`config.mk`:
```
export PLATFORM = sky130hd
export DESIGN_NAME = display_arbiter
export DESIGN_NICKNAME = d
export VERILOG_FILES = /design/src/rtl/display_pkg.sv /design/src/rtl/rr_pick.sv /design/src/rtl/display_arbiter.sv
export SDC_FILE = /design/constraint.sdc
export NUM_CORES = 1
export LEC_CHECK = 0
export CORE_ASPECT_RATIO = 0.9
export CORE_MARGIN = 3
export CORE_UTILIZATION = 40
export CTS_CLUSTER_DIAMETER = 150
export DETAILED_ROUTE_END_ITERATION = 8
export PLACE_DENSITY = 0.7
export SLEW_MARGIN = 20
export SYNTH_ARGS = -nofsm -noshare
export SYNTH_HDL_FRONTEND = slang
export SYNTH_SLANG_ARGS = --single-unit
```
`constraint.sdc`:
```
create_clock -name clk -period 6.45 [get_ports clk]
set_clock_uncertainty 0.1 [all_clocks]
set_input_delay 1.29 -clock clk [delete_from_list [all_inputs] [get_ports clk]]
set_output_delay 1.29 -clock clk [all_outputs]
set_load 0.01 [all_outputs]
```
`src/rtl/display_pkg.sv`:
```
// Shared definitions for the display arbiter: state encoding, requester count,
// fault channel index and digit widths.
package display_pkg;

    localparam int NREQ      = 3;
    localparam int FAULT_IDX = 0;
    localparam int NIBBLE_W  = 4;
    localparam int NDIGITS   = 4;
    localparam int DATA_W    = NIBBLE_W * NDIGITS;
    localparam int IDX_W     = $clog2(NREQ);
    localparam int CNT_W     = 16;

    typedef enum logic [1:0] {
        ST_IDLE   = 2'd0,
        ST_HOLD   = 2'd1,
        ST_SWITCH = 2'd2
    } state_e;

    function automatic logic [IDX_W-1:0] onehot_to_idx(input logic [NREQ-1:0] oh);
        logic [IDX_W-1:0] idx;
        idx = '0;
        for (int i = 0; i < NREQ; i++) begin
            if (oh[i]) idx = IDX_W'(i);
        end
        return idx;
    endfunction

endpackage

```
`src/rtl/rr_pick.sv`:
```
// Round-robin requester selection starting after the last owner; the fault
// channel always wins when it is requesting.
module rr_pick
    import display_pkg::*;
(
    input  logic [NREQ-1:0]  i_req,
    input  logic [IDX_W-1:0] i_last,
    output logic [NREQ-1:0]  o_pick
);

    always_comb begin
        logic             w_found;
        logic [IDX_W-1:0] w_idx;
        // NOTE: every combinational output gets a default first so no path can infer a latch.
        o_pick  = '0;
        w_found = 1'b0;
        w_idx   = '0;
        if (i_req[FAULT_IDX]) begin
            o_pick[FAULT_IDX] = 1'b1;
        end else begin
            for (int k = 1; k <= NREQ; k++) begin
                w_idx = IDX_W'((int'(i_last) + k) % NREQ);
                if (!w_found && i_req[w_idx]) begin
                    o_pick[w_idx] = 1'b1;
                    w_found       = 1'b1;
                end
            end
        end
    end

endmodule

```
`src/rtl/display_arbiter.sv`:
```
// Arbitrates ownership of the 4-digit display between three requesters with a
// minimum dwell time, a one-cycle blanking gap on handover and fault preemption.
module display_arbiter
    import display_pkg::*;
#(
    parameter int HOLD_CYCLES = 1000
) (
    input  logic                clk,
    input  logic                rst_n,
    input  logic [NREQ-1:0]     req,
    input  logic [DATA_W-1:0]   req_data0,
    input  logic [DATA_W-1:0]   req_data1,
    input  logic [DATA_W-1:0]   req_data2,
    output logic [NREQ-1:0]     grant,
    output logic [NIBBLE_W-1:0] data1,
    output logic [NIBBLE_W-1:0] data2,
    output logic [NIBBLE_W-1:0] data3,
    output logic [NIBBLE_W-1:0] data4,
    output logic                blank
);

    localparam logic [CNT_W-1:0] DWELL_LOAD = CNT_W'(HOLD_CYCLES - 1);
    localparam logic [IDX_W-1:0] LAST_RST   = IDX_W'(NREQ - 1);

    state_e            r_state, w_next_state;
    logic [NREQ-1:0]   r_grant, w_next_grant, w_pick;
    logic [IDX_W-1:0]  r_last, w_next_last;
    logic [CNT_W-1:0]  r_cnt, w_next_cnt;
    logic [DATA_W-1:0] r_data, w_next_data, w_owner_data;
    logic              r_blank;
    logic              w_others, w_owner_req, w_preempt;
    logic [DATA_W-1:0] w_req_data [NREQ];

    assign w_req_data[0] = req_data0;
    assign w_req_data[1] = req_data1;
    assign w_req_data[2] = req_data2;

    assign w_others    = |(req & ~r_grant);
    assign w_owner_req = |(req & r_grant);
    assign w_preempt   = req[FAULT_IDX] & ~r_grant[FAULT_IDX];

    rr_pick u_rr_pick (
        .i_req  (req),
        .i_last (r_last),
        .o_pick (w_pick)
    );

    always_comb begin
        w_owner_data = '0;
        for (int i = 0; i < NREQ; i++) begin
            w_owner_data = w_owner_data | (w_req_data[i] & {DATA_W{r_grant[i]}});
        end
    end

    always_comb begin
        w_next_state = r_state;
        w_next_grant = r_grant;
        w_next_last  = r_last;
        w_next_cnt   = (r_cnt == '0) ? '0 : r_cnt - CNT_W'(1);
        case (r_state)
            ST_IDLE, ST_SWITCH: begin
                if (|req) begin
                    w_next_state = ST_HOLD;
                    w_next_grant = w_pick;
                    w_next_last  = onehot_to_idx(w_pick);
                    w_next_cnt   = DWELL_LOAD;
                end else begin
                    w_next_state = ST_IDLE;
                    w_next_grant = '0;
                end
            end
            ST_HOLD: begin
                // A fault owner keeps the display past expiry until it drops its request.
                if (!w_owner_req || w_preempt ||
                    (r_cnt == '0 && w_others && !r_grant[FAULT_IDX])) begin
                    w_next_state = w_others ? ST_SWITCH : ST_IDLE;
                    w_next_grant = '0;
                end else if (r_cnt == '0) begin
                    w_next_cnt = DWELL_LOAD;
                end
            end
            default: begin
                w_next_state = ST_IDLE;
                w_next_grant = '0;
            end
        endcase
    end

    always_comb begin
        w_next_data = r_data;
        if (w_next_state == ST_IDLE) begin
            w_next_data = '0;
        end else if (r_state == ST_HOLD) begin
            w_next_data = w_owner_data;
        end
    end

    always_ff @(posedge clk or negedge rst_n) begin
        if (!rst_n) begin
            r_state <= ST_IDLE;
            r_grant <= '0;
            r_last  <= LAST_RST;
            r_cnt   <= '0;
            r_data  <= '0;
            r_blank <= 1'b1;
        end else begin
            // NOTE: state registers use non-blocking assignments so all flops update together.
            r_state <= w_next_state;
            r_grant <= w_next_grant;
            r_last  <= w_next_last;
            r_cnt   <= w_next_cnt;
            r_data  <= w_next_data;
            r_blank <= (w_next_state != ST_HOLD);
        end
    end

    assign grant = r_grant;
    assign blank = r_blank;
    assign data1 = r_data[0*NIBBLE_W +: NIBBLE_W];
    assign data2 = r_data[1*NIBBLE_W +: NIBBLE_W];
    assign data3 = r_data[2*NIBBLE_W +: NIBBLE_W];
    assign data4 = r_data[3*NIBBLE_W +: NIBBLE_W];

endmodule

```
==> out/metrics.cfg, run 1 <==
[run_status]
outcome=finished clean

[global_route]
grt_pass1_vias=2153
grt_max_degree=41
grt_pass1_wl_mm=10.4
overflow=0
grtUsageTotal_pct=18.8
antenna_found_initial=0

[routing]
drtIter0Drc=88
vias_per_cell=5.67
via_count=2238
first_pass_iters=7
route.detailed.drc=0
postRouteAntennaNets=0
routedWlPerCell_um=16.4
wl_mm=6.49

[timing]
min_period_ps=3250
setup_tns_ps=0
setup_viol=0
clock.fmax_mhz=308
finalCritPeriodShare_pct=50.4
fin_ws_ps=3200
hold_viol_final=0
slew-limit-headroom_pct=43.5
worst_pin_slew_ps=848
slew_violations=0
rsz0062_at_grt=false

[cts]
cts_root_buf=clkbuf_8
htree_levels=2
numCtsBuffers=5
clkLatencyLatePin_ps=290
clockBufferDepth=2
post_cts_resized=0
cts_sinks=40
clkSlewWorstSetupHoldPaths_ps=70
post_cts_buffers=0
cts_tree=done
cts-hold-fix-buffers=0

[die]
start_util_pct=42.3
fp.dieW_um=88.5
die_h_um=80.2
ioPinCount=73
dieArea_um2=7090
coreArea_um2=5790
rows=26

[hold_path]
worst_hold_path.num_cells=2
min_path_type=reg2reg
min_to=r_data[8]$_DFFE_PN0P_
hold_start=r_data[8]$_DFFE_PN0P_

[power]
vdd_ir_drop_max_mv=0.226
internal_power_mw=0.755
leakage_nw=1.28
pwr-share-clk_pct=15.9
p_sw_share_pct=40.7
p_comb_share_pct=51.3
seqPwrFrac_pct=32.8
switching_power_mw=0.518
powerDensity_nw_per_um2=388

[synth]
netlist_area_um2=2450
synth_cell_types=54
synth_edf_count=0
ys_warn_count=0
synth_top_area_share_pct=38.9
avgSynthCellArea_um2=9.38
netlist_instances=261
synth_area_leaders=dfrtp_1, a22o_1, a21oi_1
seq_area_frac_synth_pct=41.0
synthFlopType=dfrtp_1
synth-seq-cells=40
synth-async-reset-ratio_pct=100
yosysTopAreaCell=dfrtp_1
syn-num-nets=320

[place]
portBuffers=72
dp_hpwl_mm=4.69
gp_congestion=0.865
dpl_worst_slack_ps=2910

[finish]
diodes=0
area_growth_pct=34.2
drive_gt1_share_pct=6.46
nets=383

[critical_path]
required_ps=6510
arrival_ps=3310
rrSetupSlack_ps=3980
end_kind=flip-flop
r2r_cells=5
rr_startpoint=grant[1]$_DFFE_PN0P_
timing_worst_setup_path_type=in2reg
startpoint_type=input pin
r2r_end=r_data[7]$_DFFE_PN0P_
crit_fanout=16

[job]
max_cap_violations=0

## critical path: stages
cell             delay (ps)
clkdlybuf4s50_1         660
a221oi_1                150
nor2_1                  440
o211ai_2                440
a21oi_1                 280
nor3_1                   60
## area by class of cell
class	instances	area [um2]
Clock buffer	6	72.6
Clock inverter	2	35.0
Fill cell	527	2510
Inverter	10	37.5
Multi-Input combinational cell	194	1320
Sequential cell	40	1000
Tap cell	70	87.6
Timing Repair Buffer	73	723
## cells in the final DEF, fill, tap and decap left out, types with 3 or more instances in the layout
| cell type | netlist | final |
|---|---|---|
| a21oi_1 | 25 | 25 |
| o21ai_0 | 10 | 10 |
| a22o_1 | 18 | 18 |
| nand4_1 | 3 | 3 |
| xor2_1 | 5 | 5 |
| nor2b_1 | 8 | 8 |
| nand3_1 | 3 | 3 |
| inv_1 | 10 | 10 |
| nor3_1 | 19 | 19 |
| xnor2_1 | 6 | 6 |
| a211oi_1 | 16 | 16 |
| o31ai_1 | 3 | 3 |
| dfrtp_1 | 38 | 38 |
| clkbuf_8 | 0 | 5 |
| nor2_1 | 23 | 23 |
| nand2b_1 | 4 | 4 |
| clkdlybuf4s50_1 | 0 | 71 |
| ha_1 | 6 | 6 |
| nand2_1 | 8 | 8 |
## layer usage
metal / share of wire [%] / wire (um) / up-vias / track usage [%]
met1: 46 / 2960 / 1073 / 25.8
li1: - / - / 1097 / -
met3: 6.2 / 404 / 6 / 4.10
met2: 47 / 3050 / 62 / 29.4
met5: 0 / 0 / - / 0
met4: 1.2 / 75 / 0 / 5.89
## power groups by stage
stage / sequential, mW / combinational, mW / clock [mW]
2_1_floorplan: 0.406 / 0.435 / 0
3_3_place_gp: 0.422 / 0.647 / 0
3_5_place_dp: 0.423 / 0.653 / 0
4_1_cts: 0.418 / 0.657 / 0.206
5_1_grt: 0.433 / 0.728 / 0.217
6_report: 0.418 / 0.653 / 0.202
## worst max path at each step
stage            from                endpoint  slack [ps]
2_1_floorplan  req[0]  r_data[10]$_DFFE_PN0P_        3730
5_1_grt        req[1]  r_data[10]$_DFFE_PN0P_        2950
4_1_cts        req[1]   r_data[7]$_DFFE_PN0P_        3220
3_3_place_gp   req[1]   r_data[1]$_DFFE_PN0P_        2980
3_5_place_dp   req[1]   r_data[7]$_DFFE_PN0P_        2910
6_report       req[1]   r_data[7]$_DFFE_PN0P_        3200
## per-stage QoR
step / total power, mW / instance area, um2 / util, % / hold slack (ps) / cells
floorplan: 0.840 / 2450 / - / 438 / 261
global placement: 1.07 / 3180 / 54.8 / 448 / 387
detailed placement: 1.08 / 3180 / 54.8 / 465 / 387
CTS: 1.28 / 3280 / 56.7 / 484 / 395
global route: 1.38 / 3280 / 56.7 / 506 / 395
finish: 1.27 / 3280 / 56.7 / 478 / 395
## synth_stat cells, drive strengths merged (5+ instances only)
cell type	number
a211oi	16
a21oi	26
a22o	18
buf	8
clkbuf	9
dfrtp	38
ha	6
inv	10
nand2	8
nor2	23
nor2b	8
nor3	20
o21ai	10
xnor2	6
xor2	5
## sequential cells by signal, summed over array words and instances, names as in the netlist
name	count
r_data	16
grant	3
r_last	2
r_state	2
r_cnt	16
blank	1
## cell families after synthesis
family | Yosys count | synth area share (%)
XOR/XNOR | 11 | 3.94
AO/OA/AOI/OAI | 89 | 25.7
AND/OR/NAND/NOR | 86 | 20.6
buffers and inverters | 27 | 4.91
flip-flops | 40 | 41.0
adder cells (fa/ha/maj) | 6 | 3.07
multiplexers | 2 | 0.818
(Power assumes the default switching activity.)
==> run 2, diff against run 1 <==
--- a/config.mk
+++ b/config.mk
@@ -10,7 +10,7 @@
 export CORE_UTILIZATION = 40
 export CTS_CLUSTER_DIAMETER = 150
 export DETAILED_ROUTE_END_ITERATION = 8
-export PLACE_DENSITY = 0.7
+export PLACE_DENSITY = 0.72
 export SLEW_MARGIN = 20
 export SYNTH_ARGS = -nofsm -noshare
 export SYNTH_HDL_FRONTEND = slang
==> constraint.sdc (replaced) <==
create_clock -name clk -period 2.8 [get_ports clk]
set_clock_uncertainty 0.1 [all_clocks]
set_input_delay 0.56 -clock clk [delete_from_list [all_inputs] [get_ports clk]]
set_output_delay 0.56 -clock clk [all_outputs]
set_load 0.01 [all_outputs]
==> out/metrics.cfg, run 2 (synthesized netlist as in run 1, its figures left out) <==
[run_status]
outcome=finished clean  ; unchanged

[timing]
rsz0062_at_grt=false  ; unchanged
setup_viol=0  ; unchanged
min_period_ps=2500
worst_pin_slew_ps=902  ; was 848 ps
hold_ws_ps=290  ; was 478 ps
finalCritPeriodShare_pct=89.5
clock.fmax_mhz=399
slew-limit-headroom_pct=39.9  ; was 43.5%
slew_violations=0  ; unchanged
hold_viol_final=0  ; unchanged
setup_tns_ps=0  ; unchanged

[routing]
wl_mm=6.42  ; was 6.49 mm
via_count=2247  ; was 2238
routedWlPerCell_um=16.0  ; was 16.4 um
vias_per_cell=5.60  ; was 5.67
postRouteAntennaNets=0  ; unchanged
drtIter0Drc=138  ; was 88
route.detailed.drc=0  ; unchanged
first_pass_iters=4  ; was 7

[critical_path]
end_kind=flip-flop  ; unchanged
startpoint_type=input pin  ; unchanged
timing_worst_setup_path_type=in2reg  ; unchanged
crit_fanout=16  ; unchanged
rr_startpoint=r_last[0]$_DFFE_PN0P_  ; was grant[1]$_DFFE_PN0P_
cp-startpoint=req[0]  ; was req[1]
arrival_ps=2570  ; was 3310 ps
required_ps=2860  ; was 6510 ps

[finish]
fillCellCount=515  ; was 527
layout_common_cells=clkdlybuf4s50_1, dfrtp_1, a21oi_1, nor2_1, nor3_1  ; unchanged
area_growth_pct=35.3  ; was 34.2%
final_common_cell=clkdlybuf4s50_1  ; unchanged
nets=389  ; was 383
utilization_pct=57.2  ; was 56.7%
drive_gt1_share_pct=7.85  ; was 6.46%
diodes=0  ; unchanged
instances_no_fill=401  ; was 395

[die]
start_util_pct=42.3  ; unchanged
rows=26  ; unchanged
die_h_um=80.2  ; unchanged
dieArea_um2=7090  ; unchanged
fp.dieW_um=88.5  ; unchanged
coreArea_um2=5790  ; unchanged
ioPinCount=73  ; unchanged

[global_route]
grt_pass1_vias=2101  ; was 2153
grt_max_degree=41  ; unchanged
grtUsageTotal_pct=18.5  ; was 18.8%
antenna_found_initial=0  ; unchanged
overflow=0  ; unchanged
grt_pass1_wl_mm=10.3  ; was 10.4 mm

[cts]
clkLatencyLatePin_ps=290  ; about the same
htree_levels=2  ; unchanged
cts_tree=done  ; unchanged
post_cts_resized=0  ; unchanged
cts_root_buf=clkbuf_8  ; unchanged
post_cts_buffers=0  ; unchanged
numCtsBuffers=5  ; unchanged
clockBufferDepth=2  ; unchanged
cts_sinks=40  ; unchanged
clkSlewWorstSetupHoldPaths_ps=80  ; was 70 ps
cts-hold-fix-buffers=0  ; unchanged

[power]
leakage_nw=1.31  ; was 1.28 nW
powerDensity_nw_per_um2=869  ; was 388 nW/um2
vdd_ir_drop_max_mv=0.346  ; was 0.226 mV

[place]
gp_congestion=0.888  ; was 0.865
placed_cells=393  ; was 387
portBuffers=72  ; unchanged
dp_hpwl_mm=4.76  ; was 4.69 mm

[hold_path]
min_path_type=in2async  ; was reg2reg

[job]
max_cap_violations=0  ; unchanged

run 2: stage by stage:
step	instance area, um2	worst slack, ps	power (mW)
finish	3310	295	2.88
global route	3310	152	3.13
CTS	3310	344	2.90
detailed placement	3220	58.4	2.50
global placement	3220	130	2.47
floorplan	2450	680	1.94
run 2: cell type report:
type	count	area, um2	share of cell area [%]
well taps	70	87.6	2.65
flip-flops and latches	40	1000	30.3
repair buffers	79	768	23.2
clock buffers	8	90.1	2.72
inverters	10	37.5	1.13
multi-input cells	194	1320	40.0
run 2: power by group:
part	switching, mW	internal [mW]
combinational	0.853	0.729
sequential	0.131	0.766
clock	0.196	0.201
total	1.18	1.70
run 2: worst paths after layout:
| path | end | slack, ps | cells after the start |
|---|---|---|---|
| max in group asynchronous | r_cnt[6]$_DFF_PN0_ | 1750 | 1 |
| min in group clk | grant[1]$_DFFE_PN0P_ | 450 | 1 |
| max reg2reg | r_last[0]$_DFFE_PN0P_ | 440 | 7 |
| min reg2reg | grant[1]$_DFFE_PN0P_ | 450 | 1 |
| min | r_data[3]$_DFFE_PN0P_ | 290 | 1 |
| max | r_data[6]$_DFFE_PN0P_ | 300 | 6 |
run 2: worst max-delay path: stages:
cell and delay, ps:
clkdlybuf4s50_1 590, nor2b_1 240, nor2_1 410, o211ai_2 430, a21oi_1 270, nor3_1 60
run 2: routing by layer:
layer  wire length (um)  GRT usage [%]  vias up  share of wire, %
li1                   -              -     1111                 -
met1               3040           26.6     1082                47
met2               3030           27.8       46                47
met3                266           3.79        8               4.1
met4                 91           5.44        0               1.4
met5                  0              0        -                 0
